[config.mk]
export PLATFORM = sky130hd
export DESIGN_NAME = multi_sink_fifo
export DESIGN_NICKNAME = d
export VERILOG_FILES = /design/src/rtl/multi_sink_fifo.sv
export SDC_FILE = /design/constraint.sdc
export NUM_CORES = 1
export LEC_CHECK = 0
export CAP_MARGIN = 5
export CORE_MARGIN = 3
export CORE_UTILIZATION = 50
export DETAILED_ROUTE_END_ITERATION = 6
export PLACE_DENSITY = 0.78
export SETUP_SLACK_MARGIN = 0.02
export SLEW_MARGIN = 30
export SYNTH_ARGS = -nofsm -noshare
export SYNTH_HDL_FRONTEND = slang
export SYNTH_SLANG_ARGS = --single-unit
[constraint.sdc]
create_clock -name CLK -period 3 [get_ports CLK]
set_input_delay 0.45 -clock CLK [delete_from_list [all_inputs] [get_ports CLK]]
set_output_delay 0.45 -clock CLK [all_outputs]
set_load 0.01 [all_outputs]
[src/rtl/multi_sink_fifo.sv]
// Consumer end of a VALID/CONSUMED channel: buffers accepted tokens in a DEPTH-entry FIFO
// and presents the head to a ready/enable consumer. Synchronous active-low reset.
module multi_sink_fifo #(
    parameter int width = 1,
    parameter int DEPTH = 4,
    parameter int AW    = 2
) (
    input  logic                               CLK,
    input  logic                               RST_N,
    input  logic [((width > 0) ? width : 1)-1:0] IN_READ,
    input  logic                               IN_READ_VALID,
    output logic                               IN_READ_CONSUMED,
    input  logic                               FLUSH,
    output logic [((width > 0) ? width : 1)-1:0] DEQ_DATA,
    output logic                               DEQ_VALID,
    input  logic                               DEQ_EN,
    output logic [AW:0]                        COUNT,
    output logic [15:0]                        TOKENS
);

    localparam int          DW      = (width > 0) ? width : 1;
    localparam logic [AW:0] C_DEPTH = (AW+1)'(DEPTH);

    logic [AW-1:0] r_head;
    logic [AW-1:0] r_tail;
    logic [AW:0]   r_count;
    logic [15:0]   r_tokens;

    logic w_v_in;
    logic w_deq;
    logic w_enq;
    logic w_nonempty;

    assign w_nonempty = (r_count != '0);
    assign w_deq      = DEQ_EN && w_nonempty && !FLUSH;

    // A pop in the same cycle frees the slot, so a full FIFO still accepts.
    assign w_enq = RST_N && w_v_in && !FLUSH && ((r_count < C_DEPTH) || w_deq);

    assign IN_READ_CONSUMED = w_enq;
    assign DEQ_VALID        = w_nonempty;
    assign COUNT            = r_count;
    assign TOKENS           = r_tokens;

    always_ff @(posedge CLK) begin
        if (!RST_N) begin
            r_head   <= '0;
            r_tail   <= '0;
            r_count  <= '0;
            r_tokens <= '0;
        end else if (FLUSH) begin
            r_head  <= '0;
            r_tail  <= '0;
            r_count <= '0;
        end else begin
            if (w_enq) begin
                r_tail   <= r_tail + AW'(1);
                r_tokens <= r_tokens + 16'd1;
            end
            if (w_deq) begin
                r_head <= r_head + AW'(1);
            end
            case ({w_enq, w_deq})
                2'b10:   r_count <= r_count + (AW+1)'(1);
                2'b01:   r_count <= r_count - (AW+1)'(1);
                default: r_count <= r_count;
            endcase
        end
    end

    generate
        if (width > 0) begin : g_data
            logic [DW-1:0] r_mem [DEPTH];

            always_ff @(posedge CLK) begin
                if (w_enq) begin
                    r_mem[r_tail] <= IN_READ;
                end
            end

            assign DEQ_DATA = r_mem[r_head];
            assign w_v_in   = IN_READ_VALID;
        end else begin : g_nodata
            // Dataless channel: every cycle offers a token, data pins are inert.
            logic w_unused_in;
            assign w_unused_in = ^{IN_READ, IN_READ_VALID};
            assign DEQ_DATA    = '0;
            assign w_v_in      = 1'b1;
        end
    endgenerate

endmodule

==> results.txt <==
Post_cts resized: 0
Fraction of power consumed by sequential logic: 0.612
CTS Buf Count: 5
Number of global-route vias before repair: 1074
Cells after Synth: 144
Fraction of layout cells with a size suffix above 1: 0.0678
Sw Ratio: 0.232
Commonest cells after routing, fill and taps aside: 27 x clkdlybuf4s50_1, 25 x dfxtp_1, 18 x nor2_1
Residual DRC count: 0
Core ar.: 2520 um2
Worst setup EP type: primary output
Clock share of power: 0.328
Worst-path fanout max: 9
Post-route setup TNS: 0 ns
Final WS setup: 0.651 ns
Rel. slew slack: 0.746
Worst-Margin Slew: 0.377 ns
Pre-antenna DRT Iters: 4
Synthesized cell area: 1360 um2
Global route total overflow: 0
Fin nets: 189
Flops & latches, synth: 29
Achievable Freq: 0.426 GHz
Starting Density: 0.539
Largest net degree at the start of global routing: 12
Die Y: 58.2 um
Pint: 0.000499 W
Final Hold Vio Count: 0
Die Span X: 58.2 um
Setup-failing EPs final: 0
Worst Clk Skew: 0.00971 ns
GPL Wtd Cong: 0.873
Worst-Skew Late Latency: 0.32 ns
EDFF count, synth: 4
Cell variety after synth: 32
Fillcell total: 207
Power Total: 0.000650 W
Worst-case clock buffer depth: 2
RSZ-0062 raised after global routing: no
Pwr Density: 379 nW/um2
Max Slew Vio Count: 0
Synth Flop Type: dfxtp_1
Synthesized Nets: 157
Final antenna-violating net count: 0
Initial antenna violation count: 0
ANT cells: 0
Gr usage total: 0.184
Fraction of the cycle the final worst path needs: 0.783
Gate power share: 0.059
FF-to-FF path depth: 9
Pleak: 0.605 nW
Minimum clock period: 2.35 ns
Sw Pwr: 0.000151 W
Via Count: 1087
Outcome: finished clean
Clock Tree Root: clkbuf_4
Post-synth ARST share: 0
First-pass GRT wire length: 4690 um
Top Ports: 28
CTS Sinks: 29
Clock Pin Slew Worst Setup and Hold Paths: 0.08 ns
Post-CTS Setup Bufs: 0
Drt first-iter violations: 40
Cell row count: 18
DR WL/cell: 12.4 um
Syn-to-layout area delta: 26.2%
CTS tree: yes
Routed wire length: 2560 um
Tightest Hold Check Type: flip-flop to flip-flop
Mean post-synth cell area: 9.44 um2
Sequential share of the synthesized area: 0.456
Number of synthesis warnings: 0
Max cap viols: 0
Hold path depth: 2
Commonest non-fill, non-tap cell in the layout: clkdlybuf4s50_1
Count of input and output buffers: 27
HPWL Detailed: 1980 um
Vias/cell: 5.25
Crit path DAT: 1.90 ns
Crit path launch type: input port
Crit path kind: input port to primary output
Die ar.: 3380 um2
Critical path required time: 2.55 ns
CTS HTree Levels: 2
VDD IR-drop max: 0.316 mV
DP Worst Slack: 0.415 ns
Hold_buf cts: 0
-- path summary, 6_finish.rpt --
kind / startpoint / to / slack (ns)
max: RST_N / IN_READ_CONSUMED / 0.65
min: TOKENS[15]$_SDFFE_PN0P_ / TOKENS[15]$_SDFFE_PN0P_ / 0.48
max reg2reg: COUNT[2]$_SDFFE_PP0P_ / COUNT[2]$_SDFFE_PP0P_ / 0.92
min reg2reg: TOKENS[15]$_SDFFE_PN0P_ / TOKENS[15]$_SDFFE_PN0P_ / 0.48
-- power groups by stage --
| stage | combinational (W) | sequential, W | clock, W |
|---|---|---|---|
| floorplan | 0.0000194 | 0.000407 | 0 |
| global placement | 0.0000378 | 0.000407 | 0 |
| detailed placement | 0.0000392 | 0.000407 | 0 |
| CTS | 0.0000393 | 0.000398 | 0.000219 |
| global route | 0.0000433 | 0.000399 | 0.000243 |
| finish | 0.0000387 | 0.000398 | 0.000213 |
-- cell type report --
type / count / area (um2) / area share
multi-input cells: 100 / 674 / 0.393
flip-flops and latches: 29 / 621 / 0.362
repair buffers: 31 / 300 / 0.175
clock buffers: 5 / 37.5 / 0.0219
well taps: 30 / 37.5 / 0.0219
inverters: 9 / 33.8 / 0.0197
clock inverters: 3 / 12.5 / 0.00729
-- worst max-delay path, stage by stage --
cell and delay [ns]:
clkdlybuf4s50_1 0.54, nand3b_4 0.14, nor2_1 0.19, clkdlybuf4s50_1 0.58
-- routing by layer --
layer,vias up,part of all wire,track usage
met4,0,0.018,0.0861
li1,551,-,-
met3,6,0.051,0.0579
met5,-,0,0
met1,500,0.45,0.216
met2,30,0.48,0.305
-- logic make-up (layout without fill, tap and decap cells) --
kind of cell / after synthesis / count (layout) / synth area share
AND/OR/NAND/NOR: 61 / 61 / 0.239
flip-flops: 29 / 29 / 0.456
AO/OA/AOI/OAI: 16 / 16 / 0.0708
buffers and inverters: 15 / 48 / 0.0478
XOR/XNOR: 12 / 12 / 0.0773
adder cells (fa/ha/maj): 7 / 7 / 0.0699
multiplexers: 4 / 4 / 0.0386
-- synthesized netlist by cell type, types with 2 or more instances --
cell      instances  share of area
edfxtp_1          4          0.088
a21oi_1           6          0.022
nand3_1           7          0.026
nor3b_1           2          0.011
mux2i_1           3          0.022
o21a_1            2          0.011
ha_1              6          0.055
nor2_1           18          0.050
nand4_1           3          0.014
nor4_1            4          0.018
clkbuf_1          4          0.011
and2_1            4          0.018
xnor2_1           8          0.052
nand2b_1          4          0.018
nand2_1           9          0.025
or3_1             4          0.018
inv_1             9          0.025
o31ai_1           2          0.011
dfxtp_1          25           0.37
or4_1             2          0.011
xor2_1            4          0.026
o21ai_0           4          0.015
-- state kept, by name (all words and copies together) (netlist names), named ones only --
signal and count:
COUNT 3, r_tail 2, g_data.r_mem 4, r_head 2, TOKENS 16
-- stage by stage --
stage	util	cells	instance area [um2]	hold WS, ns
5_1_grt	0.681	207	1720	0.538
3_3_place_gp	0.661	199	1670	0.457
4_1_cts	0.681	207	1720	0.484
6_report	0.681	207	1720	0.483
3_5_place_dp	0.661	199	1670	0.473
2_1_floorplan	-	144	1360	0.485
Power figures use the tool's default switching activity.
